## src/rtl/pq_shift_param.sv

```systemverilog
// Sorted shift-register priority queue with parametrised key/value width and depth,
// min/max-first ordering, same-cycle replace and optional evict-on-overflow.
module pq_shift_param #(
  parameter int unsigned KW        = 8,
  parameter int unsigned VW        = 8,
  parameter int unsigned DEPTH     = 16,
  parameter bit          MAX_FIRST = 1'b1,
  parameter bit          EVICT     = 1'b0,
  localparam int unsigned CW       = $clog2(DEPTH + 1)
) (
  input  logic          clk,
  input  logic          rst,
  input  logic [KW-1:0] kvi_key,
  input  logic [VW-1:0] kvi_val,
  input  logic          enq,
  input  logic          deq,
  output logic [KW-1:0] kvo_key,
  output logic [VW-1:0] kvo_val,
  output logic          full,
  output logic          empty,
  output logic          busy,
  output logic [CW-1:0] count,
  output logic          drop,
  output logic [KW-1:0] drop_key,
  output logic [VW-1:0] drop_val
);

  localparam logic [CW-1:0] FULL_CNT = CW'(DEPTH);

  logic [KW-1:0]    key_q  [DEPTH];
  logic [VW-1:0]    val_q  [DEPTH];
  logic [KW-1:0]    key_d  [DEPTH];
  logic [VW-1:0]    val_d  [DEPTH];
  logic [KW-1:0]    key_dn [DEPTH];
  logic [VW-1:0]    val_dn [DEPTH];
  logic [KW-1:0]    key_up [DEPTH];
  logic [VW-1:0]    val_up [DEPTH];
  logic [DEPTH-1:0] ge, ge_up, ge_dn;

  logic          do_rep, do_deq, do_ins, do_rej, enq_only;
  logic [CW-1:0] count_d;
  logic          drop_d;
  logic [KW-1:0] drop_key_d;
  logic [VW-1:0] drop_val_d;

  // ge[i]: valid entry i has priority >= the incoming key (ties count, giving FIFO order).
  // Since storage is sorted, ge is a contiguous prefix and its length is the insert position.
  always_comb begin
    // NOTE: every always_comb output gets a default first so no path can infer a latch.
    ge     = '0;
    ge_up  = '0;
    ge_dn  = '0;
    for (int i = 0; i < DEPTH; i++) begin
      key_dn[i] = '0;
      val_dn[i] = '0;
      key_up[i] = '0;
      val_up[i] = '0;
    end
    for (int i = 0; i < DEPTH; i++) begin
      if (CW'(i) < count)
        ge[i] = MAX_FIRST ? (key_q[i] >= kvi_key) : (key_q[i] <= kvi_key);
    end
    ge_up[0] = 1'b1;
    for (int i = 1; i < DEPTH; i++) begin
      ge_up[i]  = ge[i-1];
      key_up[i] = key_q[i-1];
      val_up[i] = val_q[i-1];
    end
    for (int i = 0; i < DEPTH - 1; i++) begin
      ge_dn[i]  = ge[i+1];
      key_dn[i] = key_q[i+1];
      val_dn[i] = val_q[i+1];
    end
  end

  always_comb begin
    do_rep   = enq && deq && !empty;
    do_deq   = deq && !enq && !empty;
    enq_only = enq && !do_rep;
    do_ins   = enq_only && (!full || (EVICT && !ge[DEPTH-1]));
    do_rej   = enq_only && !do_ins;

    key_d      = key_q;
    val_d      = val_q;
    count_d    = count;
    drop_d     = 1'b0;
    drop_key_d = '0;
    drop_val_d = '0;

    if (do_deq) begin
      key_d   = key_dn;
      val_d   = val_dn;
      count_d = count - 1'b1;
    end else if (do_rep) begin
      // Head leaves; new entry lands at max(p-1,0) of the remaining list.
      for (int i = 0; i < DEPTH; i++) begin
        if (ge_dn[i]) begin
          key_d[i] = key_dn[i];
          val_d[i] = val_dn[i];
        end else if (i == 0 || ge[i]) begin
          key_d[i] = kvi_key;
          val_d[i] = kvi_val;
        end
      end
    end else if (do_ins) begin
      for (int i = 0; i < DEPTH; i++) begin
        if (!ge[i]) begin
          key_d[i] = ge_up[i] ? kvi_key : key_up[i];
          val_d[i] = ge_up[i] ? kvi_val : val_up[i];
        end
      end
      if (full) begin
        drop_d     = 1'b1;
        drop_key_d = key_q[DEPTH-1];
        drop_val_d = val_q[DEPTH-1];
      end else begin
        count_d = count + 1'b1;
      end
    end else if (do_rej) begin
      drop_d     = 1'b1;
      drop_key_d = kvi_key;
      drop_val_d = kvi_val;
    end
  end

  // NOTE: entry storage is not reset; validity comes from count, so stale data is never visible.
  always_ff @(posedge clk) begin
    // NOTE: sequential state uses non-blocking assignments so all registers update together.
    key_q <= key_d;
    val_q <= val_d;
  end

  always_ff @(posedge clk) begin
    if (rst) begin
      count    <= '0;
      full     <= 1'b0;
      empty    <= 1'b1;
      drop     <= 1'b0;
      drop_key <= '0;
      drop_val <= '0;
    end else begin
      count    <= count_d;
      full     <= (count_d == FULL_CNT);
      empty    <= (count_d == '0);
      drop     <= drop_d;
      drop_key <= drop_key_d;
      drop_val <= drop_val_d;
    end
  end

  assign kvo_key = empty ? '0 : key_q[0];
  assign kvo_val = empty ? '0 : val_q[0];
  assign busy    = 1'b0;

endmodule

```

## config.mk

```make
export PLATFORM = sky130hd
export DESIGN_NAME = pq_shift_param
export DESIGN_NICKNAME = d
export VERILOG_FILES = /design/src/rtl/pq_shift_param.sv
export SDC_FILE = /design/constraint.sdc
export NUM_CORES = 1
export LEC_CHECK = 0
export BUFFER_PORTS_ARGS = -buffer_cell sky130_fd_sc_hd__buf_2
export CELL_PAD_IN_SITES_DETAIL_PLACEMENT = 0
export CELL_PAD_IN_SITES_GLOBAL_PLACEMENT = 2
export CORE_ASPECT_RATIO = 1.4
export CORE_MARGIN = 4
export CORE_UTILIZATION = 41
export CTS_CLUSTER_SIZE = 20
export DETAILED_ROUTE_END_ITERATION = 16
export GPL_TIMING_DRIVEN = 0
export PLACE_DENSITY = 0.82
export REMOVE_ABC_BUFFERS = 1
export SYNTH_ARGS = -nofsm -noshare
export SYNTH_HDL_FRONTEND = slang
export SYNTH_SLANG_ARGS = --single-unit
```

## constraint.sdc

```tcl
create_clock -name clk -period 10.8 [get_ports clk]
set_clock_uncertainty 0.2 [all_clocks]
set_input_delay 2.16 -clock clk [delete_from_list [all_inputs] [get_ports clk]]
set_output_delay 2.16 -clock clk [all_outputs]
set_load 0.005 [all_outputs]
```

==> results.yml, run 1 <==
status:
  outcome: "finished clean"
placement:
  io_buffers: 59
  dp.cells: 2875
  place.gp.congestion: 0.836
  place_hpwl_um: 55200
cts:
  clock_insertion_delay_worst_skew_ps: 570
  post_cts_resized: 0
  root_buffer: "clkbuf_16"
  postCtsSetupRepairBufs: 0
  tritoncts.num_buffers: 36
  htree_num_levels: 2
  path_clk_slew_ps: 60
  cts_tree: "done"
  clock_tree.buffer_depth: 3
  cts_num_sinks: 280
  post_cts_hold_buffers: 0
sta:
  worstMarginPinSlew_ps: 1390
  setup_viol: 0
  hold_viol_final: 0
  post-route-period-util_pct: 66.5
  rsz0062_at_grt: "false"
  slew_viol_final: 0
  slew_headroom_pct: 6.44
  timing.fmax_ghz: 0.139
  period_minus_slack_ps: 7180
route:
  routed_wirelength_um: 83500
  drcViolationCount: 0
  post_drt_wl_per_cell_um: 28.4
  detail-route-antenna-nets: 0
  vias_per_cell: 6.93
  drtPass1Iterations: 5
  drt-initial-drc-count: 1747
  dr_total_vias: 20400
final_layout:
  mostFrequentLayoutCell: "edfxtp_1"
  drive_above_1_share_pct: 11.3
  flow.area_growth_from_synthesis_pct: 9.39
  top_library_cells_by_usage_in_the_layout_fill_and_taps_aside: "edfxtp_1, a211oi_1, o21ai_0, nor3_1, a21oi_1"
  number_of_nets_at_the_end_of_the_flow: 2359
  final_util_pct: 45.2
  fin_cells: 2942
synth:
  netlist-cell-type-count: 80
  synth_adder_area_share_pct: 7.60
  synth-simple-area-share_pct: 11.8
  postSynthCellCount: 2301
  compound_gate_fraction_of_synth_area_pct: 33.9
  synth_ff_type: "edfxtp_1"
  synth_enable_flop_cells: 240
  syn_area_per_cell_sq_um: 9.37
  synth.ff_latch_count: 280
  ys.warnings.count: 0
  post_synth_xor_area_fraction_pct: 0.122
  synth.area.mux_share_pct: 4.01
  syn_area_sq_um: 21600
  synth_async_sr_flop_share_pct: 0
  synth-seq-area-share_pct: 37.1
  largest_family_of_logic_cells_by_synthesized_area: "compound AO/OA/AOI/OAI gates"
worst_setup_path:
  reg2reg_setup_slack_ps: 6270
  cp-startpoint: "kvi_key[7]"
  r2r_cells: 8
  worst_r2r_endpoint: "val_dn[78]$_DFFE_PP_"
  timing.critical_path.required_ps: 10850
  timing.critical_path.from_type: "input port"
  timing.critical_path.to: "key_dn[52]$_DFFE_PP_"
  worstReg2RegStart: "key_dn[72]$_DFFE_PP_"
  setup.worst_path.end_class: "flip-flop"
  path_class: "in2reg"
  critPathMaxFanout: 23
  critPathArrivalTime_ps: 7230
global_routing:
  maximum_number_of_pins_on_one_net_before_global_route_repair: 82
  grt_usage_pct: 28.3
  grt_antenna_before_repair: 1
  grt_remaining_overflow: 0
  global_route_wire_length_before_repair_um: 125000
  grt_pass1_vias: 20400
pwr:
  ir_worst_vdd_mv: 0.143
  switching_share_pct: 42.6
  powerDensity_nw_per_um2: 259
  internal_power_mw: 3.52
  comb_power_share_pct: 44.1
  power_switching_mw: 2.61
  power.share.clock_pct: 19.1
  sequentialPowerShare_pct: 36.8
  cellLeakagePower_nw: 8.23
job:
  max_capacitance_violation_total: 0
floorplan:
  boundaryPins: 61
  die-width_um: 202
  floorplan.initialDensity_pct: 41.4
  floorplan.core_area_sq_um: 52100
  die_y_um: 279
  rows: 99
  fp.dieArea_sq_um: 56400
worst_hold_path:
  min_path_type: "reg2reg"
==> area by class of cell <==
| type | instances | area [sq um] |
|---|---|---|
| diodes | 1 | 2.50 |
| clock buffers | 53 | 1020 |
| clock inverters | 11 | 71.3 |
| fillers | 5039 | 28600 |
| inverters | 71 | 267 |
| multi-input cells | 1732 | 12600 |
| flip-flops and latches | 280 | 8010 |
| well taps | 707 | 885 |
| repair buffers | 87 | 779 |
==> sequential cells by signal, summed over array words and instances (netlist names) <==
register and flops:
drop_val 8, val_dn 120, drop 1, key_dn 120, key_q 8, val_q 8
count 5, empty 1, drop_key 8, full 1
==> worst min-delay path by stage <==
stage / start / endpoint / slack (ps) / cells after the start
global placement: val_dn[12]$_SDFFE_PP0P_ / val_dn[12]$_SDFFE_PP0P_ / 270 / 2
CTS: val_dn[9]$_SDFFE_PP0P_ / val_dn[9]$_SDFFE_PP0P_ / 280 / 2
finish: val_dn[10]$_SDFFE_PP0P_ / val_dn[10]$_SDFFE_PP0P_ / 290 / 2
global route: val_dn[9]$_SDFFE_PP0P_ / val_dn[9]$_SDFFE_PP0P_ / 300 / 2
detailed placement: val_dn[10]$_SDFFE_PP0P_ / val_dn[10]$_SDFFE_PP0P_ / 270 / 2
floorplan: val_dn[10]$_SDFFE_PP0P_ / val_dn[10]$_SDFFE_PP0P_ / 260 / 2
==> cell usage after synthesis, drive strengths merged, types with 12 or more instances <==
| cell type | count | area share, % |
|---|---|---|
| a21o | 13 | 0.45 |
| nor2 | 91 | 1.6 |
| o2111a | 15 | 0.78 |
| o21a | 25 | 0.87 |
| o311ai | 19 | 0.77 |
| dfxtp | 40 | 3.7 |
| inv | 62 | 1.1 |
| nand3 | 41 | 0.97 |
| edfxtp | 240 | 33 |
| or2 | 17 | 0.49 |
| o31ai | 15 | 0.57 |
| a22oi | 16 | 0.56 |
| a32o | 24 | 1.1 |
| or3 | 41 | 1.2 |
| nor2b | 19 | 0.55 |
| a21boi | 50 | 1.7 |
| mux2 | 16 | 0.85 |
| a31o | 31 | 1.3 |
| o22ai | 59 | 1.7 |
| a21oi | 150 | 3.5 |
| nand2 | 38 | 0.66 |
| a211oi | 197 | 6.9 |
| o32ai | 95 | 3.9 |
| clkbuf | 170 | 3.0 |
| a221oi | 66 | 2.7 |
| nor3 | 143 | 3.3 |
| o211ai | 13 | 0.45 |
| mux2i | 68 | 3.2 |
| buf | 48 | 1.2 |
| o21ai | 182 | 4.2 |
| o211a | 12 | 0.56 |
| ha | 131 | 7.6 |
| nand2b | 53 | 1.5 |
==> routing by layer <==
layer  global-route usage (%)  share of wire, %
met5                        0                 0
met4                     13.6               5.4
met3                     3.65               5.4
met2                     49.4                50
met1                     34.7                39
==> metrics by stage <==
| step | hold WS [ps] | setup slack, ps | cell area [sq um] | power, mW | TNS (ps) |
|---|---|---|---|---|---|
| 2_1_floorplan | 257 | -3320 | 20700 | 3.94 | -691040 |
| 3_3_place_gp | 268 | -13480 | 21800 | 4.83 | -3261390 |
| 3_5_place_dp | 272 | 3200 | 22400 | 4.90 | 0 |
| 4_1_cts | 285 | 3740 | 23500 | 6.08 | 0 |
| 5_1_grt | 302 | 3320 | 23600 | 6.49 | 0 |
| 6_report | 288 | 3620 | 23600 | 6.12 | 0 |
==> kinds of logic (layout without fill, tap and decap cells) <==
kind of cell,count (synthesis),after routing
compound gates,1028,1028
xor+xnor,3,3
fa+ha+maj,131,131
buf+inv,289,222
flops,280,280
mux,84,84
other cells,1,2
simple gates,485,485
==> power groups by stage <==
stage	clock network [mW]	logic, mW	registers, mW
floorplan	0	1.87	2.07
global placement	0	2.55	2.28
detailed placement	0	2.65	2.25
CTS	1.19	2.66	2.23
global route	1.23	2.97	2.29
finish	1.17	2.70	2.25
==> critical path, stage by stage <==
cell      delay, ps
buf_2           470
clkinv_1       1170
ha_1            760
nor2_1          140
o21ai_0         140
a31oi_2         770
o21ai_1         630
mux2i_2         620
buf_6           230
a221oi_1        100
(Power assumes the default switching activity.)
==> run 2, diff against run 1 <==
--- a/config.mk
+++ b/config.mk
@@ -5,16 +5,17 @@
 export SDC_FILE = /design/constraint.sdc
 export NUM_CORES = 1
 export LEC_CHECK = 0
+export ABC_AREA = 1
 export BUFFER_PORTS_ARGS = -buffer_cell sky130_fd_sc_hd__buf_2
 export CELL_PAD_IN_SITES_DETAIL_PLACEMENT = 0
 export CELL_PAD_IN_SITES_GLOBAL_PLACEMENT = 2
 export CORE_ASPECT_RATIO = 1.4
 export CORE_MARGIN = 4
-export CORE_UTILIZATION = 41
+export CORE_UTILIZATION = 34
 export CTS_CLUSTER_SIZE = 20
 export DETAILED_ROUTE_END_ITERATION = 16
 export GPL_TIMING_DRIVEN = 0
-export PLACE_DENSITY = 0.82
+export PLACE_DENSITY = 0.79
 export REMOVE_ABC_BUFFERS = 1
 export SYNTH_ARGS = -nofsm -noshare
 export SYNTH_HDL_FRONTEND = slang
==> constraint.sdc (replaced) <==
create_clock -name clk -period 6.5 [get_ports clk]
set_clock_uncertainty 0.2 [all_clocks]
set_input_delay 1.3 -clock clk [delete_from_list [all_inputs] [get_ports clk]]
set_output_delay 1.3 -clock clk [all_outputs]
set_load 0.005 [all_outputs]
==> results.yml, run 2 <==
floorplan:
  die_y_um: 311
  boundaryPins: 61
  die-width_um: 224
  floorplan.core_area_sq_um: 64500
  fp.dieArea_sq_um: 69700
  rows: 110
  floorplan.initialDensity_pct: 34.5
sta:
  slew_viol_final: 0
  hold_viol_final: 0
  slew_headroom_pct: 5.18
  timing.fmax_ghz: 0.162
  post-route-period-util_pct: 95.0
  setup_viol: 0
  worstMarginPinSlew_ps: 1420
  period_minus_slack_ps: 6170
  hold-worst-slack_ps: 353
  rsz0062_at_grt: "false"
synth:
  ys.warnings.count: 0
  synth-seq-area-share_pct: 36.0
  syn_area_per_cell_sq_um: 7.16
  cell_types_occupying_the_most_area_after_synthesis: "edfxtp_1, nand3_1, nand2_1"
  synth_async_sr_flop_share_pct: 0
  syn_area_sq_um: 22300
  top_cell_type_s_share_of_synthesized_area_pct: 32.4
  synth_ff_type: "edfxtp_1"
  synthDominantAreaCellType: "edfxtp_1"
  synth_commonest_cells: "nand3_1, nand2_1, edfxtp_1"
  synth.ff_latch_count: 280
  postSynthCellCount: 3106
  synth_enable_flop_cells: 240
  netlist-cell-type-count: 32
  synthMostInstantiatedCell: "nand3_1"
pwr:
  total_power_mw: 10.1
  ir_worst_vdd_mv: 0.172
  cellLeakagePower_nw: 10.6
  powerDensity_nw_per_um2: 419
final_layout:
  flow.area_growth_from_synthesis_pct: 8.74
  final_util_pct: 37.5
  layout.cell_area.non_filler_sq_um: 24200
  number_of_nets_at_the_end_of_the_flow: 3157
  top_library_cells_by_usage_in_the_layout_fill_and_taps_aside: "nand3_1, nand2_1, edfxtp_1, inv_1, ha_1"
  mostFrequentLayoutCell: "nand3_1"
  drive_above_1_share_pct: 8.94
  fin_cells: 3873
  n_antenna_cell: 0
route:
  dr_total_vias: 22200
  vias_per_cell: 5.72
  drcViolationCount: 0
  drtPass1Iterations: 6
  detail-route-antenna-nets: 0
  drt-initial-drc-count: 1830
  post_drt_wl_per_cell_um: 22.1
  routed_wirelength_um: 85400
worst_hold_path:
  min_path_type: "reg2reg"
worst_setup_path:
  timing.critical_path.required_ps: 6600
  critPathMaxFanout: 33
  setup.worst_path.end_class: "flip-flop"
  timing.critical_path.from_type: "input port"
  critPathArrivalTime_ps: 6280
  path_class: "in2reg"
global_routing:
  maximum_number_of_pins_on_one_net_before_global_route_repair: 129
  grt_pass1_vias: 21300
  global_route_wire_length_before_repair_um: 130000
  grt_antenna_before_repair: 1
  grt_usage_pct: 23.6
  grt_remaining_overflow: 0
placement:
  dp.cells: 3807
  io_buffers: 59
  postPlaceCellArea_sq_um: 23000
  place_hpwl_um: 53300
  place.gp.congestion: 0.791
cts:
  cts_num_sinks: 280
  clock_insertion_delay_worst_skew_ps: 560
  htree_num_levels: 2
  root_buffer: "clkbuf_16"
  cts_tree: "done"
  post_cts_hold_buffers: 0
  post_cts_resized: 0
  path_clk_slew_ps: 60
  clock_tree.buffer_depth: 3
  tritoncts.num_buffers: 36
  postCtsSetupRepairBufs: 0
job:
  max_capacitance_violation_total: 0
status:
  outcome: "finished clean"
## run 2: cell types whose count changed in the layout (fill, tap and decap cells not counted), sizes merged, moves of 55 or more
| cell | before | now |
|---|---|---|
| a221oi | 66 | 0 |
| a21oi | 150 | 67 |
| mux2i | 68 | 0 |
| nand3b | 1 | 56 |
| or2 | 17 | 136 |
| o21ai | 182 | 32 |
| nand2 | 38 | 781 |
| nor3 | 143 | 16 |
| inv | 63 | 157 |
| o32ai | 95 | 0 |
| o22ai | 59 | 0 |
| nand3 | 41 | 1122 |
| a211oi | 197 | 0 |
## run 2: cell type report
type,count,area (sq um)
fill,6767,40400
multi-input combinational,2462,12700
inverter,155,609
sequential,280,8010
clock buffer,51,1110
clock inverter,14,96.3
timing repair buffer,71,611
tap,840,1050
## run 2: worst paths after layout
| check | startpoint | end | slack (ps) | cells after the start |
|---|---|---|---|---|
| worst min-delay path | key_dn[8]$_SDFFE_PP0P_ | key_dn[16]$_DFFE_PP_ | 350 | 2 |
| worst max-delay path | kvi_key[1] | key_dn[97]$_DFFE_PP_ | 330 | 14 |
| worst max register to register | empty$_SDFF_PP1_ | val_dn[85]$_DFFE_PP_ | 1990 | 6 |
| worst min register to register | key_dn[8]$_SDFFE_PP0P_ | key_dn[16]$_DFFE_PP_ | 350 | 2 |
## run 2: routing by layer
metal  part of all wire, %  GRT usage [%]
met1                    39           27.7
met2                    52           43.1
met3                   4.0           2.74
met4                   4.5           9.79
met5                 0.015              0
## run 2: cell families after synthesis
logic type	after synthesis	synth area share, %
buffers and inverters	364	7.07
AO/OA/AOI/OAI	102	2.70
flip-flops	280	36.0
other	1	0.0169
adder cells (fa/ha/maj)	131	7.37
AND/OR/NAND/NOR	2224	46.7
XOR/XNOR	4	0.157
## run 2: worst max-delay path: stages
cell and delay [ps]:
buf_2 490, inv_1 810, ha_1 580, o21ai_0 80
nand2_1 60, nand2_1 40, nand2_1 70, nand2_1 50
nand2_1 950, nand2_1 1160, nand2_1 250, nand3_1 110
nand3_1 180, nand3_1 90
## run 2: report_power, final
part           internal (mW)  switching (mW)  leakage (nW)
Sequential              2.97           0.664          2.71
Combinational           1.43            2.96          7.33
Clock                   1.24           0.879         0.602
## run 2: stage by stage
step	setup WS [ps]	setup TNS, ps
6_report	326	0
5_1_grt	16.9	0
4_1_cts	374	0
3_5_place_dp	-217	-11220
3_3_place_gp	-11460	-3230890
2_1_floorplan	-3760	-781830
==> run 3, diff against run 2 <==
--- a/config.mk
+++ b/config.mk
@@ -5,17 +5,16 @@
 export SDC_FILE = /design/constraint.sdc
 export NUM_CORES = 1
 export LEC_CHECK = 0
-export ABC_AREA = 1
 export BUFFER_PORTS_ARGS = -buffer_cell sky130_fd_sc_hd__buf_2
 export CELL_PAD_IN_SITES_DETAIL_PLACEMENT = 0
 export CELL_PAD_IN_SITES_GLOBAL_PLACEMENT = 2
 export CORE_ASPECT_RATIO = 1.4
 export CORE_MARGIN = 4
-export CORE_UTILIZATION = 34
+export CORE_UTILIZATION = 37
 export CTS_CLUSTER_SIZE = 20
 export DETAILED_ROUTE_END_ITERATION = 16
 export GPL_TIMING_DRIVEN = 0
-export PLACE_DENSITY = 0.79
+export PLACE_DENSITY = 0.78
 export REMOVE_ABC_BUFFERS = 1
 export SYNTH_ARGS = -nofsm -noshare
 export SYNTH_HDL_FRONTEND = slang
==> results.yml, run 3 (same netlist as run 1, synthesis figures left out) <==
status:
  outcome: "finished clean"
worst_setup_path:
  critPathArrivalTime_ps: 6040
  critPathMaxFanout: 33
  timing.critical_path.from_type: "input port"
  timing.critical_path.required_ps: 6550
  path_class: "in2reg"
  reg2reg_setup_slack_ps: 1930
  setup.worst_path.end_class: "flip-flop"
global_routing:
  grt_antenna_before_repair: 2
  grt_usage_pct: 26.1
  grt_remaining_overflow: 0
  maximum_number_of_pins_on_one_net_before_global_route_repair: 90
  grt_pass1_vias: 20100
  global_route_wire_length_before_repair_um: 127000
sta:
  postLayoutSetupSlackWorst_ps: 513
  fin_setup_tns_ps: 0
  hold_viol_final: 0
  hold-worst-slack_ps: 282
  slew_viol_final: 0
  worstMarginPinSlew_ps: 1410
  post-route-period-util_pct: 92.1
  slew_headroom_pct: 5.77
  setup_viol: 0
  rsz0062_at_grt: "false"
  period_minus_slack_ps: 5990
  timing.fmax_ghz: 0.167
route:
  routed_wirelength_um: 85000
  dr_total_vias: 20300
  drt-initial-drc-count: 1883
  detail-route-antenna-nets: 0
  vias_per_cell: 6.83
  post_drt_wl_per_cell_um: 28.6
  drtPass1Iterations: 8
  drcViolationCount: 0
placement:
  io_buffers: 59
  pre_cts_slack_ps: -565
  place_hpwl_um: 56000
  postPlaceCellArea_sq_um: 22400
  place.gp.congestion: 0.827
floorplan:
  die_y_um: 294
  rows: 104
  floorplan.core_area_sq_um: 57600
  boundaryPins: 61
  floorplan.initialDensity_pct: 37.4
  fp.dieArea_sq_um: 62300
  die-width_um: 212
cts:
  path_clk_slew_ps: 60
  tritoncts.num_buffers: 34
  clock_insertion_delay_worst_skew_ps: 530
  postCtsSetupRepairBufs: 0
  cts_num_sinks: 280
  clock_tree.buffer_depth: 3
  root_buffer: "clkbuf_16"
  htree_num_levels: 2
  cts_tree: "done"
pwr:
  cellLeakagePower_nw: 8.23
  powerDensity_nw_per_um2: 434
  ir_worst_vdd_mv: 0.146
final_layout:
  flow.area_growth_from_synthesis_pct: 9.68
  number_of_nets_at_the_end_of_the_flow: 2355
  layout.area.seq_sq_um: 8010
  mostFrequentLayoutCell: "edfxtp_1"
  top_library_cells_by_usage_in_the_layout_fill_and_taps_aside: "edfxtp_1, a211oi_1, o21ai_0, nor3_1, a21oi_1"
  multi_input_comb_area_sq_um: 12600
  fillerInstances: 5662
  layout.cell_area.non_filler_sq_um: 23700
  drive_above_1_share_pct: 11.1
  final_util_pct: 41.0
  n_antenna_cell: 0
worst_hold_path:
  min_path_type: "reg2reg"
job:
  max_capacitance_violation_total: 0
## run 3: worst paths after layout
check                                              from                       to  depth (start not counted)
worst max-delay path                         kvi_key[6]     key_dn[74]$_DFFE_PP_                         10
worst max register to register      count[4]$_SDFF_PP0_    key_dn[125]$_DFFE_PP_                          6
worst min register to register  val_dn[11]$_SDFFE_PP0P_  val_dn[11]$_SDFFE_PP0P_                          2
worst min-delay path            val_dn[11]$_SDFFE_PP0P_  val_dn[11]$_SDFFE_PP0P_                          2
## run 3: layout make-up
type,count,area share [%]
Clock buffer,48,4.31
Clock inverter,13,0.545
Inverter,71,1.13
Multi-Input combinational cell,1732,53.1
Sequential cell,280,33.9
Tap cell,742,3.93
Timing Repair Buffer,85,3.17
## run 3: power by group
part	switching, mW	internal, mW
combinational	2.73	1.77
clock	0.846	1.18
sequential	0.760	2.98
## run 3: through the flow
step / total power, mW / std cells
2_1_floorplan: 6.55 / 2083
3_3_place_gp: 8.06 / 2884
3_5_place_dp: 8.18 / 2907
4_1_cts: 10.2 / 2968
5_1_grt: 10.9 / 2971
6_report: 10.3 / 2971
## run 3: routing by layer
metal  global-route usage (%)  share of wire [%]
met5                        0                  0
met4                     12.8                6.0
met3                     2.54                4.8
met2                     46.1                 50
met1                     31.7                 39
## run 3: repair_timing
| item | CTS | global route |
|---|---|---|
| gates resized for setup | 1 | 0 |
| hold buffers | 0 | 0 |
| endpoints found under the setup margin | 1 | 0 |
## run 3: worst max-delay path, cell delays in order
cell and delay (ps):
buf_2 430, clkinv_1 730, buf_16 410, ha_1 340, a21o_1 180, a21oi_1 250, o311a_1 1030, nor2_1 560
o311ai_0 610, o21ai_0 160
